[src/rtl/quad_step_decoder.sv]
// Quadrature A/B decoder: synchronises and glitch-filters the encoder pins, then
// turns each accepted Gray-code move into a one-cycle step (countEN/inc) or error strobe.
module quad_step_decoder #(
  parameter int unsigned FILTER_LEN = 3
) (
  input  logic       clk,
  input  logic       clear,
  input  logic       enable,
  input  logic       a_in,
  input  logic       b_in,
  output logic       countEN,
  output logic       inc,
  output logic       err,
  output logic [7:0] pos,
  output logic [7:0] err_cnt
);

  typedef enum logic [1:0] {
    PH_00 = 2'b00,
    PH_01 = 2'b01,
    PH_11 = 2'b11,
    PH_10 = 2'b10
  } phase_t;

  localparam logic [3:0] FILT_LAST = 4'(FILTER_LEN - 1);
  localparam logic [1:0] ARM_EDGES = 2'd2;

  logic [1:0] s1_q, s1_d;
  logic [1:0] s2_q, s2_d;
  phase_t     filt_q, filt_d;
  phase_t     state_q, state_d;
  logic [3:0] fcnt_q, fcnt_d;
  logic [1:0] arm_q, arm_d;
  logic       count_en_q, count_en_d;
  logic       inc_q, inc_d;
  logic       err_q, err_d;
  logic [7:0] pos_q, pos_d;
  logic [7:0] err_cnt_q, err_cnt_d;

  function automatic phase_t step_fwd(input phase_t ph);
    case (ph)
      PH_00:   return PH_01;
      PH_01:   return PH_11;
      PH_11:   return PH_10;
      default: return PH_00;
    endcase
  endfunction

  function automatic phase_t step_rev(input phase_t ph);
    case (ph)
      PH_00:   return PH_10;
      PH_10:   return PH_11;
      PH_11:   return PH_01;
      default: return PH_00;
    endcase
  endfunction

  always_comb begin
    // NOTE: every output of this block gets a default first, so no path can infer a latch.
    s1_d       = {a_in, b_in};
    s2_d       = s1_q;
    filt_d     = filt_q;
    state_d    = state_q;
    fcnt_d     = fcnt_q;
    arm_d      = arm_q;
    count_en_d = 1'b0;
    err_d      = 1'b0;
    inc_d      = inc_q;
    pos_d      = pos_q;
    err_cnt_d  = err_cnt_q;

    if (arm_q != ARM_EDGES) begin
      // Arming seeds filt/state with the value s2 takes on this edge, so a pair
      // that was stable through clear is adopted silently instead of decoded.
      arm_d   = arm_q + 2'd1;
      filt_d  = phase_t'(s2_d);
      state_d = phase_t'(s2_d);
      fcnt_d  = '0;
    end else begin
      if (s2_q == filt_q) begin
        fcnt_d = '0;
      end else if (fcnt_q >= FILT_LAST) begin
        filt_d = phase_t'(s2_q);
        fcnt_d = '0;
      end else begin
        fcnt_d = fcnt_q + 4'd1;
      end

      if (state_q != filt_q) begin
        state_d = filt_q;
        if (enable) begin
          if (filt_q == step_fwd(state_q)) begin
            count_en_d = 1'b1;
            inc_d      = 1'b1;
            pos_d      = pos_q + 8'd1;
          end else if (filt_q == step_rev(state_q)) begin
            count_en_d = 1'b1;
            inc_d      = 1'b0;
            pos_d      = pos_q - 8'd1;
          end else begin
            err_d = 1'b1;
            if (err_cnt_q != 8'hFF) err_cnt_d = err_cnt_q + 8'd1;
          end
        end
      end
    end
  end

  always_ff @(posedge clk) begin
    // NOTE: state registers use non-blocking assignments so every flop samples pre-edge values.
    if (clear) begin
      s1_q       <= '0;
      s2_q       <= '0;
      filt_q     <= PH_00;
      state_q    <= PH_00;
      fcnt_q     <= '0;
      arm_q      <= '0;
      count_en_q <= 1'b0;
      inc_q      <= 1'b0;
      err_q      <= 1'b0;
      pos_q      <= '0;
      err_cnt_q  <= '0;
    end else begin
      s1_q       <= s1_d;
      s2_q       <= s2_d;
      filt_q     <= filt_d;
      state_q    <= state_d;
      fcnt_q     <= fcnt_d;
      arm_q      <= arm_d;
      count_en_q <= count_en_d;
      inc_q      <= inc_d;
      err_q      <= err_d;
      pos_q      <= pos_d;
      err_cnt_q  <= err_cnt_d;
    end
  end

  assign countEN = count_en_q;
  assign inc     = inc_q;
  assign err     = err_q;
  assign pos     = pos_q;
  assign err_cnt = err_cnt_q;

endmodule

[config.mk]
export PLATFORM = sky130hd
export DESIGN_NAME = quad_step_decoder
export DESIGN_NICKNAME = d
export VERILOG_FILES = /design/src/rtl/quad_step_decoder.sv
export SDC_FILE = /design/constraint.sdc
export NUM_CORES = 1
export LEC_CHECK = 0
export CAP_MARGIN = 20
export CORE_MARGIN = 2
export CORE_UTILIZATION = 28
export DETAILED_ROUTE_END_ITERATION = 16
export GPL_TIMING_DRIVEN = 0
export SYNTH_ARGS = -nofsm -noshare
export SYNTH_HDL_FRONTEND = slang
export SYNTH_SLANG_ARGS = --single-unit
[constraint.sdc]
create_clock -name clk -period 2.45 [get_ports clk]
set_input_delay 0.735 -clock clk [delete_from_list [all_inputs] [get_ports clk]]
set_output_delay 0.735 -clock clk [all_outputs]
set_load 0.01 [all_outputs]
==> results of run 1 <==
[area by class of cell]
type	instances	area, um^2
flip-flops and latches	33	669
multi-input cells	123	967
clock inverters	1	30.0
well taps	72	90.1
repair buffers	28	280
inverters	6	26.3
fillers	539	3340
clock buffers	7	86.3
plain buffers	5	20.0
[Yosys cell counts (2+ instances only)]
master | number | share of area
dfxtp_1 | 33 | 0.42
nor2_1 | 26 | 0.061
xnor2_1 | 12 | 0.066
ha_1 | 11 | 0.086
a21oi_1 | 8 | 0.025
mux2i_1 | 8 | 0.050
xor2_1 | 8 | 0.044
nand3_1 | 7 | 0.022
inv_1 | 6 | 0.014
nand2_1 | 5 | 0.012
nor2b_1 | 5 | 0.020
a21o_1 | 4 | 0.019
clkbuf_1 | 4 | 0.0094
a211oi_1 | 3 | 0.014
nor3b_1 | 3 | 0.014
nor4_1 | 3 | 0.012
a31oi_1 | 2 | 0.0079
and2_1 | 2 | 0.0079
nand4_1 | 2 | 0.0079
o21ai_0 | 2 | 0.0063
[cell usage in the layout (no fill, tap or decap), types with 4 or more instances in the layout]
| cell type | n |
|---|---|
| nor2b_1 | 5 |
| nand2_1 | 5 |
| dfxtp_1 | 30 |
| xnor2_1 | 11 |
| ha_4 | 5 |
| xor2_1 | 7 |
| clkbuf_8 | 6 |
| nor2_1 | 26 |
| clkbuf_1 | 5 |
| a21o_1 | 4 |
| mux2i_1 | 8 |
| ha_1 | 6 |
| inv_1 | 5 |
| clkdlybuf4s50_1 | 23 |
| nand3_1 | 7 |
| buf_4 | 4 |
| a21oi_1 | 7 |
[sequential cells by signal (all words and copies together) (netlist names)]
signal,cells
s2_q,2
fcnt_q,4
err_cnt,8
countEN,1
state_q,2
filt_q,2
pos,8
inc,1
s1_q,2
err,1
arm_q,2
[logic make-up after synthesis]
logic type,Yosys count,share of synthesized area
adders and majority gates,12,0.0991
and+or+nand+nor,59,0.197
DFF,33,0.415
other,1,0.00236
xor gates and xnor gates,20,0.110
muxes,9,0.0574
AOI/OAI and AO/OA,22,0.0896
buffers and inverters,12,0.0299
[routing by layer]
metal  wire length, um  up-vias  track usage
met4                56        0       0.0466
met2              1440       15        0.168
met3               115        4       0.0407
met5                 0        -            0
met1              1460      584        0.128
li1                  -      637            -
[worst max-delay path by stage]
| stage | slack, ns | start | end | cells after the start |
|---|---|---|---|---|
| 2_1_floorplan | 0.09 | filt_q[1]$_SDFFE_PP0P_ | pos[7]$_SDFFE_PP0P_ | 10 |
| 3_3_place_gp | -0.17 | filt_q[1]$_SDFFE_PP0P_ | pos[7]$_SDFFE_PP0P_ | 10 |
| 3_5_place_dp | -0.21 | filt_q[0]$_SDFFE_PP0P_ | pos[7]$_SDFFE_PP0P_ | 9 |
| 4_1_cts | 0.02 | filt_q[0]$_SDFFE_PP0P_ | pos[7]$_SDFFE_PP0P_ | 10 |
| 5_1_grt | 0.002 | filt_q[1]$_SDFFE_PP0P_ | pos[7]$_SDFFE_PP0P_ | 10 |
| 6_report | 0.1 | filt_q[1]$_SDFFE_PP0P_ | pos[7]$_SDFFE_PP0P_ | 10 |
[metrics by stage]
stage	hold slack (ns)	std cells	setup TNS (ns)	total power [uW]	util
finish	0.447	275	0	1740	0.394
global route	0.470	275	0	1850	0.394
CTS	0.456	274	0	1740	0.390
detailed placement	0.440	263	-0.205	1090	0.347
global placement	0.434	263	-0.166	1080	0.347
floorplan	0.417	168	0	984	-
[power by group through the flow]
stage                     Clock [uW]  Combinational [uW]  Sequential, uW
after floorplan                    0                 353             631
after global placement             0                 447             630
after detailed placement           0                 455             630
after CTS                        546                 563             631
after global routing             569                 640             640
final                            530                 575             633
[what timing repair did]
| action | in CTS | in global routing |
|---|---|---|
| resized for setup | 11 | 4 |
| setup endpoints to repair | 1 | 1 |
| pin swaps | 1 | 0 |
| buffers inserted | 4 | 1 |
==> key figures, run 1 <==
Cells and area
  • Antenna cells: 0
  • Nets: roughly 220
  • Final instance area: about 0.0022 mm^2
  • Ratio of cells with drive above 1 in the final layout: 0.143
  • P&R area growth vs syn: 36.3%

Clocking
  • Worst-Skew Late Latency: about 0.29 ns
  • CTS Buffer Depth: 2
  • TritonCTS buffer count: 5
  • # clock sinks: 33
  • Post-CTS Hold Fix Bufs: 0
  • Root buffer cell: clkbuf_8
  • CTS H-tree depth: 2
  • CTS tree: done
  • Clock transition at path regs: approximately 0.080 ns

Power
  • Switch share: 0.298
  • Clock network fraction of total power: 0.305
  • Lkg Pwr: about 0.00084 uW
  • P_int: 1220 uW
  • Sequential share of power: 0.364
  • Combinational fraction of design power: 0.331
  • VDD IR-drop max: ~0.26 mV
  • Pwr/cell area: roughly 800 mW/mm^2
  • Psw: 518 uW

STA
  • Relative slew slack: 0.556
  • Setup violations, final: 0
  • RSZ-0062 raised after global routing: false
  • Final worst slack: about 0.095 ns
  • Tcrit/Tclk final: 0.961
  • Number of max-slew violations in the final report: 0
  • Clock Skews: about 0.011 ns
  • Min Clock Period, post-route: approximately 2.4 ns
  • Worst-Margin Slew: roughly 0.66 ns
  • Fmax: around 420 MHz
  • Final hold vios: 0

Synthesis
  • Synthesis-stage register bit count: 33
  • Number of synthesized flops with an enable pin: 0
  • Mapped Nets: roughly 190
  • Synth Flop Type: dfxtp_1
  • YS warnings: 0
  • Yosys cell types: 34
  • Cells after synthesis: between 150 and 200
  • Asr flop ratio synth: 0
  • Register area share after synthesis: 0.415
  • Syn Area/Cell: 9.47 um^2
  • Mapped cell area: 0.00159 mm^2

Setup path
  • Slowest stage cell, crit path: dfxtp_4
  • Critical path's top delay family: multiplexers
  • R2R Setup Slk: about 0.095 ns
  • Worst setup path class: register to register
  • Crit path cell chain: xnor2_2 > and2_4 > clkinvlp_4 > buf_12 > ha_4 > a21oi_2 > a21oi_1 > and3b_1 > mux2i_1 > mux2_2
  • CP peak stage delay: roughly 0.37 ns
  • Startpoint Class: register
  • CP required: about 2.6 ns
  • Bufs and invs on worst path: 2
  • FF-to-FF Start: filt_q[1]$_SDFFE_PP0P_
  • R2R depth: 10
  • Worst Path Max Fanout: 5
  • Worst endpoint data arrival time: ~2.5 ns
  • R2R Path End: pos[7]$_SDFFE_PP0P_
  • CP Capture Type: register

Min path
  • Hold path depth: 1
  • WHS Endpoint: fcnt_q[0]$_SDFF_PP0_
  • HP Class: register to register
  • Min-delay src: fcnt_q[0]$_SDFF_PP0_

Global routing
  • All-Layer GR Usage: 0.106
  • First-pass GRT wire length: 5.17 mm
  • Vias in the first global route: approximately 1,200
  • Pin count of the biggest net entering global routing: 11
  • Antenna violations before repair: 0
  • Total grt overflow: 0

Routing
  • Routed WL: about 3.1 mm
  • DR iter-0 viols: 36
  • Post-route ant nets: 0
  • Via-to-Cell Ratio: around 4.5
  • Routed WL per cell: 11.2 um
  • Vias post-DR: between 1,000 and 1,500
  • First drt pass iteration count: 4
  • DR DRC count: 0

Placed design
  • GPL Wtd Cong: just under 0.8
  • Dpl hpwl: approximately 2.2 mm
  • Port Buffers: 23
  • Dpl ws: -0.205 ns
  • Placed Area: ~0.0019 mm^2

Floorplanning
  • Io pins: 24
  • Die extent in x: between 70 and 80 um
  • Die Area: 0.00630 mm^2
  • Core area: 0.00551 mm^2
  • Starting Density: 0.289
  • Die H: a little under 80 um
  • Rows: 27

Outcome
  • Status: finished, final reports clean

Job
  • Max cap viols: 0
No activity file was read; power rests on OpenSTA's default activity.
==> run 2: changes to the inputs <==
--- a/config.mk
+++ b/config.mk
@@ -7,9 +7,12 @@
 export LEC_CHECK = 0
 export CAP_MARGIN = 20
 export CORE_MARGIN = 2
-export CORE_UTILIZATION = 28
+export CORE_UTILIZATION = 48
 export DETAILED_ROUTE_END_ITERATION = 16
 export GPL_TIMING_DRIVEN = 0
+export HOLD_SLACK_MARGIN = 0.06
+export PLACE_DENSITY = 0.75
+export SLEW_MARGIN = 10
 export SYNTH_ARGS = -nofsm -noshare
 export SYNTH_HDL_FRONTEND = slang
 export SYNTH_SLANG_ARGS = --single-unit
==> run 2 against run 1 <==
  * Clock power down 34%
  * Combinational power is 8.9% higher
  * Wire length rose by 4.0%
  * Critical path type unchanged
  * Highest routed layer unchanged
==> key figures, run 2 (synthesized netlist as in run 1, its figures left out) <==
Outcome
  • Status: finished, final reports clean

Cells and area
  • Final core utilization: 0.687 (+0.293)
  • P&R area growth vs syn: 34.0%
  • Antenna cells: 0 (unchanged)
  • Nets: 220 (+0.46%)
  • Ratio of cells with drive above 1 in the final layout: 0.162 (+0.0189)
  • Most frequent cells in the layout: dfxtp_1 (31), nor2_1 (26), clkdlybuf4s50_1 (23), xnor2_1 (11), mux2i_1 (8)
  • Commonest non-fill, non-tap cell in the layout: dfxtp_1
  • Fillers: 262 (-51%)

Job
  • Max cap viols: 0 (unchanged)

Global routing
  • Pin count of the biggest net entering global routing: 11 (unchanged)
  • Grt met2 use: 0.326 (+0.159)
  • Vias in the first global route: 1,231 (+6.1%)
  • Antenna violations before repair: 0 (unchanged)
  • Total grt overflow: 0 (unchanged)
  • Met3 usage: 0.0651 (+0.0244)
  • All-Layer GR Usage: 0.197 (+0.0911)
  • Met1 Use GR: 0.237 (+0.109)
  • Busiest grt layer: met2
  • First-pass GRT wire length: 5.40 mm (+4.5%)

Setup path
  • Slowest stage cell, crit path: dfxtp_1
  • Worst endpoint data arrival time: 2.61 ns (+0.07 ns)
  • CP peak stage delay: 0.41 ns (+0.04 ns)
  • R2R depth: 10 (unchanged)
  • R2R Path End: pos[7]$_SDFFE_PP0P_
  • Worst Path Max Fanout: 7 (+2)
  • Startpoint Class: register
  • FF-to-FF Start: state_q[1]$_SDFFE_PP0P_
  • Crit path cell chain: xor2_2 > and2_4 > clkinvlp_4 > buf_12 > ha_4 > a21oi_4 > a21oi_2 > and3b_1 > mux2i_1 > mux2_2
  • R2R Setup Slk: 0.08 ns (about the same)
  • CP required: 2.69 ns (+0.06 ns)
  • Worst setup path class: register to register
  • CP Capture Type: register

Clocking
  • CTS H-tree depth: 2 (unchanged)
  • # clock sinks: 33 (unchanged)
  • CTS Buffer Depth: 2 (unchanged)
  • TritonCTS buffer count: 5 (unchanged)
  • Clock transition at path regs: 0.10 ns (+0.02 ns)
  • Root buffer cell: clkbuf_4
  • Post-CTS Hold Fix Bufs: 0 (unchanged)
  • Worst-Skew Late Latency: 0.34 ns (+0.05 ns)
  • CTS tree: done

STA
  • Worst hold slack: 0.473 ns (+0.0263 ns)
  • Fmax: 423 MHz (-0.49%)
  • Clock Skews: 0.0127 ns (+0.00187 ns)
  • Setup violations, final: 0 (unchanged)
  • Tcrit/Tclk final: 0.966 (+0.00469)
  • Final hold vios: 0 (unchanged)
  • Number of max-slew violations in the final report: 0 (unchanged)
  • Worst-Margin Slew: 0.738 ns (+0.0783 ns)
  • Min Clock Period, post-route: 2.37 ns (+0.0115 ns)
  • Relative slew slack: 0.503 (-0.0527)

Min path
  • Min-delay src: fcnt_q[0]$_SDFF_PP0_
  • Hold path depth: 1 (unchanged)
  • WHS Endpoint: fcnt_q[0]$_SDFF_PP0_
  • HP Class: register to register

Routing
  • Vias post-DR: 1,242 (+0.16%)
  • DR DRC count: 0 (unchanged)
  • DR iter-0 viols: 66 (+83%)
  • Via-to-Cell Ratio: 5.01 (+11%)
  • Routed WL: 3.20 mm (+4.0%)
  • Post-route ant nets: 0 (unchanged)
  • Routed WL per cell: 12.9 um (+15%)
  • First drt pass iteration count: 4 (unchanged)

Placed design
  • Dpl hpwl: 2.20 mm (+2.4%)
  • Port Buffers: 23 (unchanged)
  • GPL Wtd Cong: 0.883 (+15%)

Floorplanning
  • Rows: 20 (-26%)
  • Die H: 61.6 um (-22%)
  • Starting Density: 0.513 (+0.224)
  • Die Area: 0.00379 mm^2 (-40%)
  • Die extent in x: 61.6 um (-22%)
  • Core area: 0.00310 mm^2 (-44%)
  • Io pins: 24 (unchanged)

Power
  • Pwr/cell area: 756 mW/mm^2 (-5.6%)
  • Lkg Pwr: 0.000827 uW (-1.1%)
  • VDD IR-drop max: 0.497 mV (+91%)
[run 2: worst max path at each step]
| stage | start | end | cells after the start |
|---|---|---|---|
| global route | state_q[0]$_SDFFE_PP0P_ | pos[7]$_SDFFE_PP0P_ | 10 |
| global placement | filt_q[1]$_SDFFE_PP0P_ | pos[7]$_SDFFE_PP0P_ | 10 |
| finish | state_q[1]$_SDFFE_PP0P_ | pos[7]$_SDFFE_PP0P_ | 10 |
| detailed placement | filt_q[0]$_SDFFE_PP0P_ | pos[7]$_SDFFE_PP0P_ | 9 |
| floorplan | filt_q[1]$_SDFFE_PP0P_ | pos[7]$_SDFFE_PP0P_ | 10 |
| CTS | filt_q[1]$_SDFFE_PP0P_ | pos[7]$_SDFFE_PP0P_ | 10 |
[run 2: cell type report]
type | count | area [um^2] | area share
Tap cell | 44 | 55.1 | 0.0258
Multi-Input combinational cell | 123 | 1010 | 0.472
Clock buffer | 7 | 65.1 | 0.0305
Buffer | 5 | 20.0 | 0.00939
Clock inverter | 1 | 5.00 | 0.00235
Timing Repair Buffer | 29 | 288 | 0.135
Sequential cell | 33 | 666 | 0.312
Inverter | 6 | 26.3 | 0.0123
[run 2: worst max-delay path: cells and delay by family (launching register included)]
kind | cells | cell delay [ns]
xor gates and xnor gates | 1 | 0.17
AOI/OAI and AO/OA | 2 | 0.23
adders and majority gates | 1 | 0.24
muxes | 2 | 0.57
buffers and inverters | 2 | 0.24
DFF | 1 | 0.41
and+or+nand+nor | 2 | 0.41
[run 2: per-layer routing]
metal / up-vias / routed length, um
li1: 645 / -
met2: 19 / 1630
met3: 4 / 106
met1: 574 / 1420
met5: - / 0
met4: 0 / 38
[run 2: report_power, final]
| group | internal (uW) | switching [uW] | leakage [uW] |
|---|---|---|---|
| Sequential | 587 | 49.3 | 0.000269 |
| Combinational | 324 | 302 | 0.000517 |
| Clock | 166 | 184 | 0.0000413 |
| Total | 1080 | 535 | 0.000827 |
[run 2: what timing repair did]
item	4_1_cts	5_1_grt
gates cloned	0	0
pin swaps	5	4
endpoints found under the setup margin	1	2
setup buffers	4	2
resized for setup	16	4
[run 2: through the flow]
stage | area, um^2 | instances | TNS, ns | total power [uW] | setup WS, ns
floorplan | 1590 | 168 | 0 | 984 | 0.0943
global placement | 1880 | 235 | -0.0839 | 1070 | -0.0839
detailed placement | 1880 | 235 | -0.164 | 1090 | -0.164
CTS | 2080 | 247 | -0.00973 | 1560 | -0.00973
global route | 2130 | 248 | -0.0179 | 1740 | -0.0179
finish | 2130 | 248 | 0 | 1610 | 0.0836
